File: src/rtl/ctrl_pkg.sv
// Shared definitions for the control sequencer: opcode map and FSM state encoding.
package ctrl_pkg;

  localparam int unsigned OPC_ADD = 0;
  localparam int unsigned OPC_SUB = 1;
  localparam int unsigned OPC_AND = 2;
  localparam int unsigned OPC_OR  = 3;
  localparam int unsigned OPC_XOR = 4;
  localparam int unsigned OPC_NOT = 5;
  localparam int unsigned OPC_ASL = 6;
  localparam int unsigned OPC_ASR = 7;

  typedef enum logic [1:0] {
    IDLE = 2'd0,
    EXEC = 2'd1,
    WB   = 2'd2
  } state_t;

endpackage

File: src/rtl/ctrl_sequencer.sv
// Single-issue instruction sequencer: accept, execute for EXEC_CYCLES, write back.
module ctrl_sequencer
  import ctrl_pkg::*;
#(
  parameter int REG_ADDR_W = 3,
  parameter int OPC_W = 3,
  parameter int EXEC_CYCLES = 1,
  parameter logic [2**OPC_W-1:0] OP_EN_MASK = '1
) (
  input  logic                        clk,
  input  logic                        rst,
  input  logic                        instr_valid,
  output logic                        instr_ready,
  input  logic [OPC_W+2*REG_ADDR_W-1:0] instr,
  output logic [OPC_W-1:0]            alu_op,
  output logic [REG_ADDR_W-1:0]       dest_reg,
  output logic [REG_ADDR_W-1:0]       src_reg,
  output logic                        alu_start,
  output logic                        write_enable,
  output logic                        illegal_op,
  output logic                        busy,
  output logic [15:0]                 retired
);

  localparam int CNT_W = $clog2(EXEC_CYCLES + 1);
  localparam logic [CNT_W-1:0] CNT_LAST = CNT_W'(EXEC_CYCLES - 1);

  state_t                state;
  logic [CNT_W-1:0]      exec_cnt;
  logic [OPC_W-1:0]      instr_opc;
  logic [REG_ADDR_W-1:0] instr_dest;
  logic [REG_ADDR_W-1:0] instr_src;

  assign instr_opc   = instr[OPC_W+2*REG_ADDR_W-1 -: OPC_W];
  assign instr_dest  = instr[2*REG_ADDR_W-1 -: REG_ADDR_W];
  assign instr_src   = instr[REG_ADDR_W-1:0];
  assign instr_ready = (state == IDLE);
  assign busy        = (state != IDLE);

  // Illegal opcodes pass through WB for one cycle without writing or retiring.
  always_ff @(posedge clk) begin
    if (rst) begin
      state        <= IDLE;
      exec_cnt     <= '0;
      alu_op       <= '0;
      dest_reg     <= '0;
      src_reg      <= '0;
      alu_start    <= 1'b0;
      write_enable <= 1'b0;
      illegal_op   <= 1'b0;
      retired      <= '0;
    end else begin
      alu_start    <= 1'b0;
      write_enable <= 1'b0;
      illegal_op   <= 1'b0;
      case (state)
        IDLE: begin
          if (instr_valid) begin
            alu_op   <= instr_opc;
            dest_reg <= instr_dest;
            src_reg  <= instr_src;
            exec_cnt <= '0;
            if (OP_EN_MASK[instr_opc]) begin
              alu_start <= 1'b1;
              state     <= EXEC;
            end else begin
              illegal_op <= 1'b1;
              state      <= WB;
            end
          end
        end
        EXEC: begin
          if (exec_cnt == CNT_LAST) begin
            write_enable <= 1'b1;
            retired      <= retired + 16'd1;
            state        <= WB;
          end else begin
            exec_cnt <= exec_cnt + 1'b1;
          end
        end
        WB: state <= IDLE;
        default: state <= IDLE;
      endcase
    end
  end

endmodule

File: config.mk
export PLATFORM = sky130hd
export DESIGN_NAME = ctrl_sequencer
export DESIGN_NICKNAME = d
export VERILOG_FILES = /design/src/rtl/ctrl_pkg.sv /design/src/rtl/ctrl_sequencer.sv
export SDC_FILE = /design/constraint.sdc
export NUM_CORES = 1
export LEC_CHECK = 0
export BUFFER_PORTS_ARGS = -buffer_cell sky130_fd_sc_hd__clkbuf_2
export CELL_PAD_IN_SITES_DETAIL_PLACEMENT = 1
export CELL_PAD_IN_SITES_GLOBAL_PLACEMENT = 1
export CORE_ASPECT_RATIO = 0.5
export CORE_UTILIZATION = 36
export CTS_BUF_LIST = sky130_fd_sc_hd__clkbuf_8
export CTS_CLUSTER_DIAMETER = 150
export DETAILED_ROUTE_END_ITERATION = 7
export PLACE_DENSITY_LB_ADDON = 0.05
export SYNTH_ARGS = -nofsm -noshare
export SYNTH_HDL_FRONTEND = slang
export SYNTH_SLANG_ARGS = --single-unit
File: constraint.sdc
create_clock -name clk -period 2.5 [get_ports clk]
set_clock_uncertainty 0.15 [all_clocks]
set_input_delay 0.125 -clock clk [delete_from_list [all_inputs] [get_ports clk]]
set_output_delay 0.125 -clock clk [all_outputs]
set_load 0.05 [all_outputs]
**Word-level counts from Yosys, hierarchy flattened**

Memory sizes are Yosys's and may differ from the RTL's.
Cells that the tools add are included.

- Register bits after elaboration: 31
- Memory bits (read-only): 8
- Bits of input ports: 12
- Output and inout bits: 30
- Word-level logic and storage cells: 40
- Memories kept: 1

Memory list:

| name | depth | bits a word | read ports | clocked after Yosys merged registers in | write ports | line | RTL |
|---|---|---|---|---|---|---|---|
| (no name shown) | 8 | 1 | 1 | 0 | 0 | ctrl_sequencer.sv:63 | `if (OP_EN_MASK[instr_opc]) begin` |

- $add $sub $neg: 2
- Magnitude comparators: 1
- Equal/unequal tests: 3
- Mux-type cells: 11
- Bitwise gates (word level): 4
- Reductions and logical operators: 9

Operators by type and width:

| cell | count |
|---|---|
| $add 16x1->16 const B | 1 |
| $reduce_and 2->1 | 4 |
| $mux 1 | 6 |
| $mux 2 | 3 |
| $lt 3x4->1 const B | 1 |
| $ne 2x2->1 const B | 2 |
| $not 1->1 | 4 |
| $pmux 2 s2 | 1 |
| $reduce_bool 2->1 | 2 |
| $reduce_or 3->1 | 1 |
| $eq 2x1->1 const B | 1 |
| $logic_not 2->1 | 1 |
| $pmux 1 s2 | 1 |
| $reduce_or 2->1 | 1 |
| $add 1x1->1 const B | 1 |

**Logic depth before layout (Yosys ltp)**

Gate-level depths: netlist of run 1.

- Depth after elaboration: 5
- Mapped depth: 5
- Gate-level depth less buffers: 5

**Least setup slack after synthesis of run 1**

No wires, ideal clock.

- Path type: flip-flop to flip-flop
- From: reg retired[0]
- To: reg retired[14]
- Arrival time: 1.938 ns
- Data required time: 2.280 ns
- Path slack: 0.343 ns
- Stages on the path, launching flop included: 6
- Buffers on the path: 0
- Clock period less this slack: 2.157 ns
- Path through: dfxtp_1 > ha_1 > nand3b_1 > or4_4 > or3_1 > a21oi_1

- Longest elaborated chain between the ends: 1

Ends and longest elaborated chain:

| element | line | RTL |
|---|---|---|
| start: declaration | ctrl_sequencer.sv:22 | `output logic [15:0] retired` |
| start signal: assignment | ctrl_sequencer.sv:75 | `retired <= retired + 16'd1;` |
| $add 16x1->16 | ctrl_sequencer.sv:75 |  |

No other way between the ends.
A chain may end at the register's enable or synchronous reset.

**Final worst setup path of run 1**

- From: reg retired[1]
- To: reg retired[14]

Same word-level chain as after synthesis.

==> out/qor.txt, run 1 <==
Slew headroom: 0.575
Synth warnings: 0
sequential cell area fraction in the yosys report: 0.493
gr usage total: 0.169
final number of setup-violating endpoints: 0
top cells by area, synth: dfxtp_1, nand2_1, nor2_1, a21oi_1, xnor2_1
status: finished clean
io pins: 42
Syn Area/Cell: 8.66 um^2
WL/cell: 12.1 um
Finished Cell Area: 1600 um^2
WP data required: 2.55 ns
Post-Syn Area: 1180 um^2
hold_ws: 0.200 ns
TritonCTS buffer count: 5
Setup crit start: retired[1]
internal power: 0.834 mW
Final Hold Fails: 0
CP startpoint kind: flop
Clk Latency, worst-skew pair: 0.28 ns
CP arrival: 2.00 ns
die area: 3520 um^2
DIE WIDTH: 82.9 um
1st-pass router iterations: 3
Yosys top cell area share: 0.493
crit path capture type: flop
Cell Chain, Critical Path: ha_1 -> nand3b_1 -> or4_4 -> or3_1 -> a21oi_1
CP endpoint: retired[14]
post-synth cell types: 30
crit path time final: 1.95 ns
syn nets: 149
CP max stage cell: or4_4
Synth area leader: dfxtp_1
root buf cell: clkbuf_8
switching portion of total power: 0.252
clk sink count: 29
DRC errors left: 0
max-cap viol count: 0
Cells after Synth: 136
post-CTS setup buffer count: 0
DR vias/cell: 4.74
initial antenna violation count: 0
DRT Wirelength: 2760 um
initial DRC count: 16
Seq pwr share: 0.436
setup_tns: 0 ns
Fmax achieved: 514 MHz
starting density of the core: 0.386
Ant. Diodes: 0
synthesized flop and latch total: 29
CTS tree: yes
hold crit path type: in2reg
R2R Path End: retired[14]
r2r worst-path depth: 5
Final #Nets: 199
Routed Antenna Nets: 0
CORE AREA: 3050 um^2
H-tree lvl count: 2
critical path peak fanout: 5
Die Ht: 42.4 um
R2R setup slack: 0.55 ns
largest net degree at the start of global routing: 33
Combinational Power Share: 0.118
DP Area: 1390 um^2
RSZ-0062 raised after global routing: no
max incr delay on CP: 0.47 ns
Reg-to-Reg Start: retired[1]
P per Cell Area: 696 nW/um^2
first-pass GRT wire length: 4640 um
IO Port Bufs: 40
Worst-path clk slew: 0.07 ns
area growth from synthesis to layout: 35.9%
layout cell share with drive strength beyond 1: 0.289
Final period util: 0.779
max FFs per register: 16
GRT overflow: 0
Final Wtd Congestion: 0.674
Post-DP HPWL: 1810 um
Leak: 0.695 nW
Final Max Tran Viols: 0
worst slew pin tran: 0.637 ns
Final Power: 1.11 mW
Most flops, register: retired
Crit Path Category: reg2reg
maximum clock insertion buffer count: 2
power share of the clock group: 0.446
Placement Rows: 14
vias: 1075
NetSw: 0.281 mW
vias in the first global route: 1019
Max VDD drop: 0.322 mV
## synth_stat cells
cell / instances
nand2b_1: 2
nand4b_1: 1
buf_6: 1
or4_4: 1
a21oi_1: 13
a31o_2: 1
inv_1: 3
buf_4: 1
and2_1: 1
nand2_1: 24
conb_1: 1
xnor2_1: 6
nor3_1: 3
o21ai_0: 2
and3b_1: 1
nor2_1: 18
clkbuf_1: 4
nand4_2: 1
or3_1: 3
nor2b_1: 3
and3_2: 1
nand3_4: 1
nand4_1: 1
mux2_2: 2
ha_1: 1
dfxtp_1: 29
xor2_1: 4
nor4_1: 2
nand3b_1: 1
nand3_1: 4
## power by group through the flow
stage | clock network [mW] | registers, mW | logic (mW)
finish | 0.497 | 0.486 | 0.132
global route | 0.536 | 0.488 | 0.141
floorplan | 0 | 0.539 | 0.0493
global placement | 0 | 0.495 | 0.120
CTS | 0.511 | 0.486 | 0.132
detailed placement | 0 | 0.496 | 0.120
## how the worst min path moves through the flow
stage	from	endpoint	slack, ns	cells after the start
after floorplan	instr[7]	alu_op[1]	0.11	2
after global placement	instr[6]	alu_op[0]	0.20	3
after detailed placement	instr[6]	alu_op[0]	0.21	3
after CTS	instr_valid	alu_start	0.20	3
after global routing	instr_valid	alu_start	0.24	3
final	instr_valid	alu_start	0.20	3
## stage by stage
| stage | util | cells | setup WS [ns] |
|---|---|---|---|
| 4_1_cts | 0.525 | 227 | 0.522 |
| 2_1_floorplan | - | 136 | 0.343 |
| 3_5_place_dp | 0.457 | 210 | 0.542 |
| 3_3_place_gp | 0.457 | 210 | 0.604 |
| 5_1_grt | 0.525 | 227 | 0.374 |
| 6_report | 0.525 | 227 | 0.553 |
## cells in the final DEF, fill, tap and decap left out, drive strengths merged
cell / count
clkbuf: 46
dfxtp: 29
nand2: 24
nor2: 18
a21oi: 13
dlygate4sd3: 9
xnor2: 6
nand3: 5
inv: 4
xor2: 4
nor2b: 3
or3: 3
nor3: 3
nor4: 2
mux2: 2
nand2b: 2
o21ai: 2
nand4: 2
nand4b: 1
and3: 1
and3b: 1
and2: 1
nand3b: 1
or4: 1
a31o: 1
ha: 1
conb: 1
bufinv: 1
## critical path: cells and delay by family, from the launching register on
kind,cells,cell delay [ns]
and+or+nand+nor,3,0.99
AOI/OAI and AO/OA,1,0.14
adders and majority gates,1,0.19
DFF,1,0.41
## per-layer routing
layer  vias up  GRT usage  part of all wire
met5         -          0                 0
met4         0     0.0414            0.0025
met3         2     0.0728             0.061
met2        30      0.274              0.44
met1       496      0.210              0.49
li1        547          -                 -
## layout make-up
cell class / instances / area [um^2]
clock buffers: 6 / 82.6
clock inverters: 2 / 33.8
fillers: 368 / 1450
inverters: 3 / 11.3
multi-input cells: 98 / 552
flip-flops and latches: 29 / 581
well taps: 40 / 50.0
repair buffers: 49 / 290
## cell families (layout without fill, tap and decap cells)
logic type	count (synthesis)	after routing	synth area share
xor+xnor	10	10	0.0744
buf+inv	9	60	0.0383
simple gates	68	68	0.290
flops	29	29	0.493
mux	2	2	0.0191
other cells	1	1	0.00319
compound gates	16	16	0.0712
fa+ha+maj	1	1	0.0106
## timing repair
item	4_1_cts	5_1_grt
hold buffers	9	0
endpoints found under the hold margin	9	0
endpoints found under the setup margin	0	0
resized for setup	0	0
Power figures use the tool's default switching activity.
==> run 2, diff against run 1 <==
Settings changed: CORE_UTILIZATION 36 to 33.
Clock period 2.5 ns to 1.7 ns, I/O delays scaled along.
==> run 2 against run 1 <==
  * Utilization increased by 3.5 points
  * Register-to-register slack worse by 0.55 ns
  * Design area increased by 12%
  * Critical path depth unchanged
  * Power is 35% higher
  * Count of clock-buffer cells in the layout stayed put
  * Clock power is 18% higher
  * Hold slack worse by 0.11 ns
  * Critical endpoint unchanged
  * Highest routed layer unchanged
==> out/qor.txt, run 2 (synthesized netlist as in run 1, its figures left out) <==
status: finished clean
Final Wtd Congestion: 0.686
Max VDD drop: 0.514 mV
Final Hold Fails: 0
WP data required: 1.76 ns
Die Ht: 44.2 um
CP startpoint kind: flop
crit path time final: 1.70 ns
Multi-input gate area: 599 um^2
switching portion of total power: 0.282
Fmax achieved: 589 MHz
TritonCTS buffer count: 5
max incr delay on CP: 0.43 ns
IO Port Bufs: 40
CORE AREA: 3190 um^2
initial antenna violation count: 0
Combinational Power Share: 0.140
clk sink count: 29
power share of the clock group: 0.390
Post-Layout Cell Count: 251
largest net degree at the start of global routing: 18
Worst-path clk slew: 0.07 ns
initial DRC count: 13
DP Area: 1560 um^2
most frequent cells in the layout: clkbuf_2, nand2_1, dfxtp_1
internal power: 1.08 mW
CTS tree: yes
CP arrival: 1.75 ns
Setup crit start: retired[0]
Post-DP HPWL: 2290 um
gr usage total: 0.185
GRT overflow: 0
post-CTS setup buffer count: 0
CP max stage cell: or4_4
Final period util: 0.999
Leak: 0.786 nW
Final Max Tran Viols: 0
io pins: 42
critical path peak fanout: 3
Routed Antenna Nets: 0
1st-pass router iterations: 4
P per Cell Area: 840 nW/um^2
placed insts: 234
area growth from synthesis to layout: 51.8%
worst hold start: rst
Finished Cell Area: 1790 um^2
Seq. cell area: 612 um^2
Crit Path Category: reg2reg
final number of setup-violating endpoints: 0
vias: 1131
max FFs per register: 16
NetSw: 0.423 mW
die area: 3830 um^2
DRT Wirelength: 3250 um
H-tree lvl count: 2
Final #Nets: 215
Placement Rows: 14
Clk Latency, worst-skew pair: 0.28 ns
vias in the first global route: 1081
layout cell share with drive strength beyond 1: 0.433
root buf cell: clkbuf_8
DR vias/cell: 4.51
Most flops, register: retired
commonest non-fill, non-tap cell in the layout: clkbuf_2
maximum clock insertion buffer count: 2
DRC errors left: 0
max-cap viol count: 0
Reg-to-Reg Start: retired[0]
DIE WIDTH: 86.5 um
WL/cell: 13.0 um
Seq pwr share: 0.470
RSZ-0062 raised after global routing: yes
Ant. Diodes: 0
hold crit path type: in2reg
# fillers: 402
crit path capture type: flop
starting density of the core: 0.369
Cell Chain, Critical Path: ha_4 -> nand3b_1 -> or4_4 -> or3_4 -> a21oi_2
first-pass GRT wire length: 5200 um
==> run 2: stage by stage <==
| stage | power (mW) | utilization | setup slack (ns) | TNS [ns] | hold WS (ns) |
|---|---|---|---|---|---|
| 6_report | 1.50 | 0.560 | 0.00243 | 0 | 0.0891 |
| 5_1_grt | 1.57 | 0.560 | -0.0369 | -0.0519 | 0.102 |
| 4_1_cts | 1.51 | 0.550 | -0.0289 | -0.0289 | 0.0796 |
| 3_5_place_dp | 0.912 | 0.490 | -0.0337 | -0.0426 | 0.165 |
| 3_3_place_gp | 0.908 | 0.490 | 0.0216 | 0 | 0.158 |
| 2_1_floorplan | 0.858 | - | -0.177 | -0.177 | 0.0683 |
==> run 2: layout make-up <==
cell class / instances / share of cell area
sequential: 29 / 0.342
multi-input combinational: 98 / 0.335
clock inverter: 2 / 0.00630
clock buffer: 6 / 0.0462
timing repair buffer: 65 / 0.230
inverter: 3 / 0.00630
tap: 48 / 0.0336
==> run 2: layer usage <==
layer  track usage  up-vias  share of wire
met5             0        -              0
met4        0.0600        0         0.0077
met3        0.0653        5          0.047
met2         0.305       30           0.45
met1         0.233      516           0.50
li1              -      580              -
==> run 2: worst max-delay path: cells and delay by family (launching register included) <==
family | cells | cell delay, ns
AOI/OAI and AO/OA | 1 | 0.11
adders and majority gates | 1 | 0.13
DFF | 1 | 0.37
and+or+nand+nor | 3 | 0.86
==> run 2: final timing paths <==
kind	end	slack, ns	cells after the start
max	retired[14]	0.002	5
min	alu_op[1]	0.09	2
max reg2reg	retired[14]	0.002	5
min reg2reg	dest_reg[1]	0.31	2
==> run 2: what timing repair did <==
action / in CTS / in global routing
gates cloned: 0 / 0
hold buffers: 9 / 0
endpoints found under the setup margin: 3 / 6
gates resized for setup: 1 / 8
endpoints found under the hold margin: 9 / 0
pin swaps: 2 / 1
==> run 2: power groups by stage <==
| stage | clock network, mW | registers [mW] | logic, mW |
|---|---|---|---|
| finish | 0.586 | 0.705 | 0.211 |
| detailed placement | 0 | 0.720 | 0.192 |
| global route | 0.636 | 0.707 | 0.226 |
| floorplan | 0 | 0.785 | 0.0730 |
| CTS | 0.601 | 0.705 | 0.208 |
| global placement | 0 | 0.718 | 0.189 |
